===== src/rtl/sfx_sequencer.sv =====
// Purpose : sound-effect sequencer; plays a fixed note melody per game event to the square-wave synth.
// Latency : event sampled at posedge k -> note 0 on HALF_PERIOD/ENABLE/BUSY after posedge k+1.
// Backpr. : none; higher/equal-priority events restart playback, lower-priority events are dropped.
//
// Ports:
//   CLK, RESET_N               clock, asynchronous active-low reset
//   EV_PADDLE/EV_BRICK/EV_LOSE game events, rising edge starts effect 0/1/2
//   HALF_PERIOD[15:0]          half period of the current note (holds after the effect)
//   ENABLE                     high while a note sounds
//   BUSY                       high from effect start until its last note ends
// Parameter TICK_DIV: clock cycles per duration tick (>= 2).
// Optional macro SFX_GAP_EN: one silent tick between consecutive notes of an effect.
module sfx_sequencer #(
  parameter int TICK_DIV = 50000
) (
  input  logic        CLK,
  input  logic        RESET_N,
  input  logic        EV_PADDLE,
  input  logic        EV_BRICK,
  input  logic        EV_LOSE,
  output logic [15:0] HALF_PERIOD,
  output logic        ENABLE,
  output logic        BUSY
);

  localparam int PW = (TICK_DIV > 1) ? $clog2(TICK_DIV) : 1;

`ifdef SFX_GAP_EN
  typedef enum logic [1:0] {IDLE, PLAY, GAP} state_t;
`else
  typedef enum logic [1:0] {IDLE, PLAY} state_t;
`endif

  // Note ROM: {half period, duration in ticks}
  function automatic logic [23:0] note_rom(input logic [1:0] e, input logic [1:0] i);
    case ({e, i})
      4'b00_00: note_rom = {16'd440, 8'd30};
      4'b01_00: note_rom = {16'd220, 8'd20};
      4'b01_01: note_rom = {16'd165, 8'd20};
      4'b10_00: note_rom = {16'd330, 8'd100};
      4'b10_01: note_rom = {16'd440, 8'd100};
      4'b10_10: note_rom = {16'd660, 8'd100};
      4'b10_11: note_rom = {16'd880, 8'd200};
      default:  note_rom = 24'd0;
    endcase
  endfunction

  function automatic logic [1:0] last_idx(input logic [1:0] e);
    case (e)
      2'd1:    last_idx = 2'd1;
      2'd2:    last_idx = 2'd3;
      default: last_idx = 2'd0;
    endcase
  endfunction

  state_t          state, state_nx;
  logic [2:0]      ev_d, edge_q;
  logic [1:0]      eff_q, idx_q;
  logic [PW-1:0]   presc;
  logic [7:0]      dur_cnt;
  logic            tick, note_end, accept, edge_any;
  logic [1:0]      edge_eff;
  logic            load;
  logic [1:0]      ld_eff, ld_idx;
  logic [23:0]     cur_note, ld_note;
  logic            enable_nx, busy_nx;

  // Edge detect; the pulse is registered so the FSM never sees inputs combinationally.
  always_ff @(posedge CLK or negedge RESET_N) begin
    if (!RESET_N) begin
      ev_d   <= 3'b000;
      edge_q <= 3'b000;
    end else begin
      ev_d   <= {EV_LOSE, EV_BRICK, EV_PADDLE};
      edge_q <= {EV_LOSE, EV_BRICK, EV_PADDLE} & ~ev_d;
    end
  end

  always_comb begin
    edge_any = |edge_q;
    if (edge_q[2])      edge_eff = 2'd2;
    else if (edge_q[1]) edge_eff = 2'd1;
    else                edge_eff = 2'd0;
    // Equal priority also restarts, so a repeat event replays from note 0.
    accept   = edge_any && ((state == IDLE) || (edge_eff >= eff_q));
    cur_note = note_rom(eff_q, idx_q);
    tick     = (presc == PW'(TICK_DIV - 1));
    note_end = tick && (dur_cnt == cur_note[7:0] - 8'd1);
  end

  // FSM: state register
  always_ff @(posedge CLK or negedge RESET_N) begin
    if (!RESET_N) state <= IDLE;
    else          state <= state_nx;
  end

  // FSM: next state and note-load decisions
  always_comb begin
    state_nx = state;
    load     = 1'b0;
    ld_eff   = eff_q;
    ld_idx   = idx_q;
    if (accept) begin
      state_nx = PLAY;
      load     = 1'b1;
      ld_eff   = edge_eff;
      ld_idx   = 2'd0;
    end else begin
      case (state)
        PLAY: begin
          if (note_end) begin
            if (idx_q == last_idx(eff_q)) begin
              state_nx = IDLE;
            end else begin
`ifdef SFX_GAP_EN
              state_nx = GAP;
`else
              load     = 1'b1;
              ld_idx   = idx_q + 2'd1;
`endif
            end
          end
        end
`ifdef SFX_GAP_EN
        GAP: begin
          if (tick) begin
            state_nx = PLAY;
            load     = 1'b1;
            ld_idx   = idx_q + 2'd1;
          end
        end
`endif
        default: state_nx = state;
      endcase
    end
    ld_note = note_rom(ld_eff, ld_idx);
  end

  // FSM: output decode (registered below so outputs come straight from flops)
  always_comb begin
    enable_nx = (state_nx == PLAY);
    busy_nx   = (state_nx != IDLE);
  end

  always_ff @(posedge CLK or negedge RESET_N) begin
    if (!RESET_N) begin
      eff_q       <= 2'd0;
      idx_q       <= 2'd0;
      presc       <= '0;
      dur_cnt     <= 8'd0;
      HALF_PERIOD <= 16'd0;
      ENABLE      <= 1'b0;
      BUSY        <= 1'b0;
    end else begin
      ENABLE <= enable_nx;
      BUSY   <= busy_nx;
      if (load) begin
        eff_q       <= ld_eff;
        idx_q       <= ld_idx;
        HALF_PERIOD <= ld_note[23:8];
      end
      // Prescaler and duration restart on every note load and state change,
      // so each note (and the gap) is timed from its own first cycle.
      if (load || (state_nx != state) || (state_nx == IDLE)) begin
        presc   <= '0;
        dur_cnt <= 8'd0;
      end else if (tick) begin
        presc   <= '0;
        dur_cnt <= dur_cnt + 8'd1;
      end else begin
        presc   <= presc + PW'(1);
      end
    end
  end

endmodule


===== config.mk =====
export PLATFORM = sky130hd
export DESIGN_NAME = sfx_sequencer
export DESIGN_NICKNAME = d
export VERILOG_FILES = /design/src/rtl/sfx_sequencer.sv
export SDC_FILE = /design/constraint.sdc
export NUM_CORES = 1
export LEC_CHECK = 0
export BUFFER_PORTS_ARGS = -buffer_cell sky130_fd_sc_hd__buf_2
export CORE_UTILIZATION = 60
export DETAILED_ROUTE_END_ITERATION = 8
export PLACE_DENSITY_LB_ADDON = 0.25
export SYNTH_ARGS = -nofsm -noshare
export SYNTH_HDL_FRONTEND = slang
export SYNTH_SLANG_ARGS = --single-unit

===== constraint.sdc =====
create_clock -name CLK -period 9.6 [get_ports CLK]
set_input_delay 0 -clock CLK [delete_from_list [all_inputs] [get_ports CLK]]
set_output_delay 0 -clock CLK [all_outputs]
set_load 0.02 [all_outputs]

== After elaboration in Yosys (flattened, before gate mapping) ==
Index checks and enable logic that the tools add are counted.
Operators by class
  $lt $le $gt $ge: 1
  bitwise operators: 2
  reduce and logical (&&, ||, !) cells: 12
  add/sub/neg operators: 4
  muxes and demuxes: 25
  equality and inequality tests: 20
Operators with widths (number)
  18-bit case mux with 7 select lines: 1
  8-bit case mux with 7 select lines: 1
  4-bit equality test (second input constant): 8
  16-bit two-way mux: 2
  2-bit two-way mux: 13
  16-bit by 1-bit adder with 16-bit output (second input constant): 1
  16-bit equality test (second input constant): 1
  4-bit by 3-bit equality test with 1-bit output (second input constant): 4
  8-bit two-way mux: 2
  8-bit by 1-bit adder with 8-bit output (second input constant): 1
  8-bit equality test: 1
  4-bit zero test: 2
  8-bit by 1-bit subtractor with 8-bit output (second input constant): 1
  2-bit by 1-bit equality test with 1-bit output (second input constant): 3
  1-bit two-way mux: 5
  2-bit zero test: 2
  2-bit case mux with 2 select lines: 1
  2-bit nonzero test: 2
  3-bit AND: 1
  1-bit logical OR: 3
  3-bit inverter: 1
  3-bit OR reduction: 1
  2-bit by 1-bit adder with 2-bit output (second input constant): 1
  2-bit equality test: 1
  4 further kinds: 5
Word-level totals
  output and inout bits: 18
  input port bits: 5
  register bits: 54
  word-level logic and storage cells: 74

== Depth between registers and ports, before layout ==
  depth after elaboration: 17
  gate-level depth with buffers: 16
  mapped depth without buffers: 14

== Worst setup path before layout ==
OpenSTA, ideal clock, no wires.
  path kind: register to register
  from: register idx_q[1]
  to: register HALF_PERIOD[1]
  required time: 9.490 ns
  setup time: 0.110 ns
  stages on the path, launching flop included: 16
  arrival: 3.230 ns
  setup slack: 6.260 ns
  clock period less this slack: 3.340 ns
  buffers on the path: 2
  path through: dfrtp_1 > inv_1 > ha_1 > buf_6 > o31ai_1 > and3_1 > ha_1 > xor2_1 > xnor2_1 > a21oi_1 > o2111ai_4 > o21a_1 > o31ai_2 > buf_6 > inv_2 > o41ai_1
Between the ends
  word-level cells in the longest chain between the ends: 10
  elaborated cells on any way between the ends: 29
  classes of those cells: 2 x add/sub; 14 x eq/ne; 10 x mux; 3 x reduce/logical
Ends and longest elaborated chain
  start: declaration: RTL line 58  | logic [1:0] eff_q, idx_q;
  start signal: assignment: RTL line 159  | idx_q <= ld_idx;
  4-bit equality test (tied with other cells): RTL line 36  | case ({e, i})
  8-bit case mux with 7 select lines: RTL line 36
  8-bit by 1-bit subtractor with 8-bit output: RTL line 88  | note_end = tick && (dur_cnt == cur_note[7:0] - 8'd1);
  8-bit equality test: RTL line 88
  1-bit logical AND: RTL line 88
  2-bit two-way mux: RTL line 111  | if (note_end) begin
  2-bit two-way mux: RTL line 109  | case (state)
  2-bit two-way mux: RTL line 103  | if (accept) begin
  4-bit equality test (tied with other cells): RTL line 36
  18-bit case mux with 7 select lines: RTL line 36
  end signal: assignment: RTL line 160  | HALF_PERIOD <= ld_note[23:8];
  end: declaration: RTL line 21  | output logic [15:0] HALF_PERIOD,
Several ways; a longest one is shown, not always the timed one.
A chain may end at the register's enable or synchronous reset.

== Worst setup path after layout ==
  from: register idx_q[1]
  to: register HALF_PERIOD[6]
Same word-level chain as after synthesis.

==> impl_metrics.csv <==
group,metric,value,unit
run_status,status,"complete, no violations",
hold_path,hp-class,"in2reg",
final_layout,fin_area,3009,um2
cts,cts-root-buf,"clkbuf_8",
worst_setup_path,critPathBufInv,1,
cts,clock_latency,0.31,ns
routing,drtAntennaViolNets,0,
routing,drtPass1Iterations,4,
yosys,yosysTopAreaCell,"dfrtp_1",
power_and_ir_drop,power.density,206.9,nW/um2
yosys,yosys.area_share.adder,5.788,%
floorplan,core,4414,um2
routing,wirelength,5.618,mm
grt,overflow,0,
final_layout,fillCellCount,342,
cts,cts.sinks,48,
worst_setup_path,worstPathMaxFanout,11,
yosys,synth-compound-area-share,13.27,%
yosys,synthCells,292,
placement,placedInstanceArea,2873,um2
routing,routedWlPerCell,15.56,um
worst_setup_path,path_depth,14,
cts,clockBufferDepth,2,
final_layout,drive_above_1_share,13.27,%
power_and_ir_drop,power,0.6226,mW
yosys,synth_top_family_by_area,"simple AND/OR/NAND/NOR gates",
run,drv_cap,0,
yosys,synth-simple-area-share,21.55,%
placement,place_hpwl,3.937,mm
worst_setup_path,r2r_end,"HALF_PERIOD[6]",
yosys,async_flop_share,100.0,%
placement,port_buffers,16,
sta,setup_viol,0,
power_and_ir_drop,vdd_drop_max,0.1498,mV
worst_setup_path,cp.arrival,4.42,ns
worst_setup_path,r2r_cells,14,
final_layout,final_util,68.17,%
yosys,synth_mux_area_share,1.825,%
sta,slew_headroom,30.29,%
floorplan,die-height,70.44,um
sta,finClkSkew,0.01508,ns
routing,route.detailed.drc,0,
cts,cts_tree,"done",
cts,htreeDepth,2,
routing,drtIter0Drc,168,
grt,grt_max_degree,49,
sta,drv_slew,0,
worst_setup_path,cp_slowest_stage_delay,0.79,ns
final_layout,fin_nets,326,
yosys,synth-xor-area-share,9.350,%
worst_setup_path,required,9.78,ns
cts,clk_pin_slew,0.10,ns
worst_setup_path,critPathCaptureType,"flop",
final_layout,area_delta_synth_final,7.079,%
yosys,synth_common_cells,"dfrtp_1, nor2_1, nand2_1",
floorplan,die_area,4961,um2
worst_setup_path,worstPathCellList,"inv_1 > ha_1 > o31ai_1 > and3_1 > ha_1 > xor2_1 > xnor2_1 > a21oi_1 > o2111ai_4 > o21a_1 > o31ai_2 > xnor2_1 > a32oi_1 > a21oi_1",
sta,rsz0062_at_grt,"false",
worst_setup_path,critPathLaunchType,"flop",
worst_setup_path,cp_top_family,"compound AO/OA/AOI/OAI gates",
floorplan,start_util,63.66,%
yosys,yosys_register_bits,48,
cts,cts-buffers-inserted,5,
grt,grt_pass1_wl,9.597,mm
floorplan,ios,23,
yosys,ys_seq_area_share,42.74,%
sta,tns,0,ns
floorplan,rows,24,
yosys,yosysWarnings,0,
yosys,synthFlopType,"dfrtp_1",
worst_setup_path,ff2ff_setup_slack,5.36,ns
yosys,avgSynthCellArea,9.624,um2
sta,fin_crit,4.244,ns
worst_setup_path,worst-setup-path-type,"reg2reg",
yosys,yosys.area.top_type_share,42.74,%
yosys,synth_edf_count,0,
grt,grt_pass1_vias,2058,
grt,antenna_found_initial,0,
final_layout,diodes,0,
sta,timing.final.crit_share,44.21,%
power_and_ir_drop,p_leak,1.347,nW
sta,fmax,235.6,MHz
worst_setup_path,cp-startpoint,"idx_q[1]",
grt,track_usage,24.65,%
floorplan,die_w,70.44,um
sta,tightest_slew,1.046,ns
worst_setup_path,cpMaxStageDelayCell,"o31ai_2",
placement,gp_congestion,0.9708,
sta,final_hold_viol_count,0,
yosys,synth.distinct_cells,61,
yosys,syn_area,2810,um2
worst_setup_path,endpoint,"HALF_PERIOD[6]",
worst_setup_path,timing.rr.start,"idx_q[1]",
yosys,synth.top_cells.by_area,"dfrtp_1, ha_1, nor2_1",
routing,viasPerCell,5.861,
routing,vias,2116,
yosys,synth_most_common_cell,"dfrtp_1",
## cell families after synthesis
| kind of cell | count (synthesis) |
|---|---|
| flip-flops | 48 |
| buffers and inverters | 29 |
| other | 1 |
| XOR/XNOR | 30 |
| AO/OA/AOI/OAI | 46 |
| adder cells (fa/ha/maj) | 13 |
| multiplexers | 5 |
| AND/OR/NAND/NOR | 120 |
## worst min-delay path by stage
stage | start | end | slack [ns] | depth (start not counted)
2_1_floorplan | RESET_N | BUSY | -0.30 | 0
3_3_place_gp | EV_BRICK | ev_d[1] | 0.12 | 1
3_5_place_dp | EV_BRICK | ev_d[1] | 0.12 | 1
4_1_cts | EV_PADDLE | ev_d[0] | 0.34 | 2
5_1_grt | EV_LOSE | ev_d[2] | 0.35 | 2
6_report | EV_BRICK | ev_d[1] | 0.35 | 2
## layout make-up
class | instances | area, um2 | share of cell area (%)
Clock inverter | 2 | 13.76 | 0.4574
Inverter | 13 | 48.80 | 1.622
Multi-Input combinational cell | 220 | 1478 | 49.11
Tap cell | 52 | 65.06 | 2.162
Timing Repair Buffer | 20 | 120.1 | 3.992
Sequential cell | 48 | 1201 | 39.92
Clock buffer | 6 | 82.58 | 2.744
## worst register-to-register path, stage by stage, from the launching register on
cell and delay [ns]:
dfrtp_1 0.50, inv_1 0.12, ha_1 0.30, o31ai_1 0.39, and3_1 0.21, ha_1 0.19
xor2_1 0.19, xnor2_1 0.09, a21oi_1 0.30, o2111ai_4 0.22, o21a_1 0.25, o31ai_2 0.79
xnor2_1 0.21, a32oi_1 0.24, a21oi_1 0.10
## sequential cells by signal, summed over array words and instances, names as in the netlist, 2 cells and up
register     flops
HALF_PERIOD     10
dur_cnt          8
edge_q           3
eff_q            2
ev_d             3
idx_q            2
presc           16
state            2
## cell usage in the layout (no fill, tap or decap), drive strengths merged, types with 2 or more instances in the layout
cell type | netlist | routed
inv | 13 | 14
o21ai | 8 | 8
o31ai | 4 | 4
buf | 9 | 16
conb | 1 | 6
o2111a | 2 | 2
o41ai | 2 | 2
xor2 | 15 | 15
ha | 13 | 13
mux2i | 4 | 4
a21oi | 8 | 8
nand2 | 20 | 20
nor2 | 43 | 43
nand4 | 8 | 8
and4 | 2 | 2
nor2b | 5 | 5
and3 | 7 | 7
xnor2 | 15 | 15
or3 | 2 | 2
o21a | 2 | 2
dfrtp | 48 | 48
nand3 | 11 | 11
nand2b | 2 | 2
a21boi | 2 | 2
or2 | 3 | 3
nor4 | 2 | 2
o2111ai | 3 | 3
o211ai | 3 | 3
a22oi | 2 | 2
nor3 | 6 | 6
and2 | 2 | 2
clkbuf | 7 | 6
dlygate4sd3 | 0 | 4
## per-stage QoR
stage	hold slack, ns	worst slack [ns]	cells
2_1_floorplan	-0.2956	6.260	297
3_3_place_gp	0.1197	5.736	349
3_5_place_dp	0.1184	5.461	349
4_1_cts	0.3355	5.429	361
5_1_grt	0.3467	5.175	361
6_report	0.3491	5.356	361
## layer usage
| metal | wire length, um | vias to the layer above | part of all wire, % | GRT usage, % |
|---|---|---|---|---|
| met1 | 2655 | 1021 | 47 | 34.63 |
| met4 | 98 | 0 | 1.7 | 8.444 |
| met3 | 217 | 11 | 3.9 | 4.762 |
| li1 | - | 1032 | - | - |
| met2 | 2647 | 52 | 47 | 38.20 |
| met5 | 0 | - | 0 | 0 |
## power breakdown
part | switching [mW] | leakage, nW | internal (mW)
Sequential | 0.0171 | 0.619 | 0.229
Combinational | 0.159 | 0.677 | 0.0890
Clock | 0.0696 | 0.0516 | 0.0590
## repair_timing
| action | 4_1_cts | 5_1_grt |
|---|---|---|
| buffers inserted | 0 | 0 |
| resized for setup | 0 | 0 |
| endpoints found under the hold margin | 54 | 0 |
| hold buffers | 4 | 0 |
| endpoints found under the setup margin | 0 | 0 |
Power figures use the tool's default switching activity.
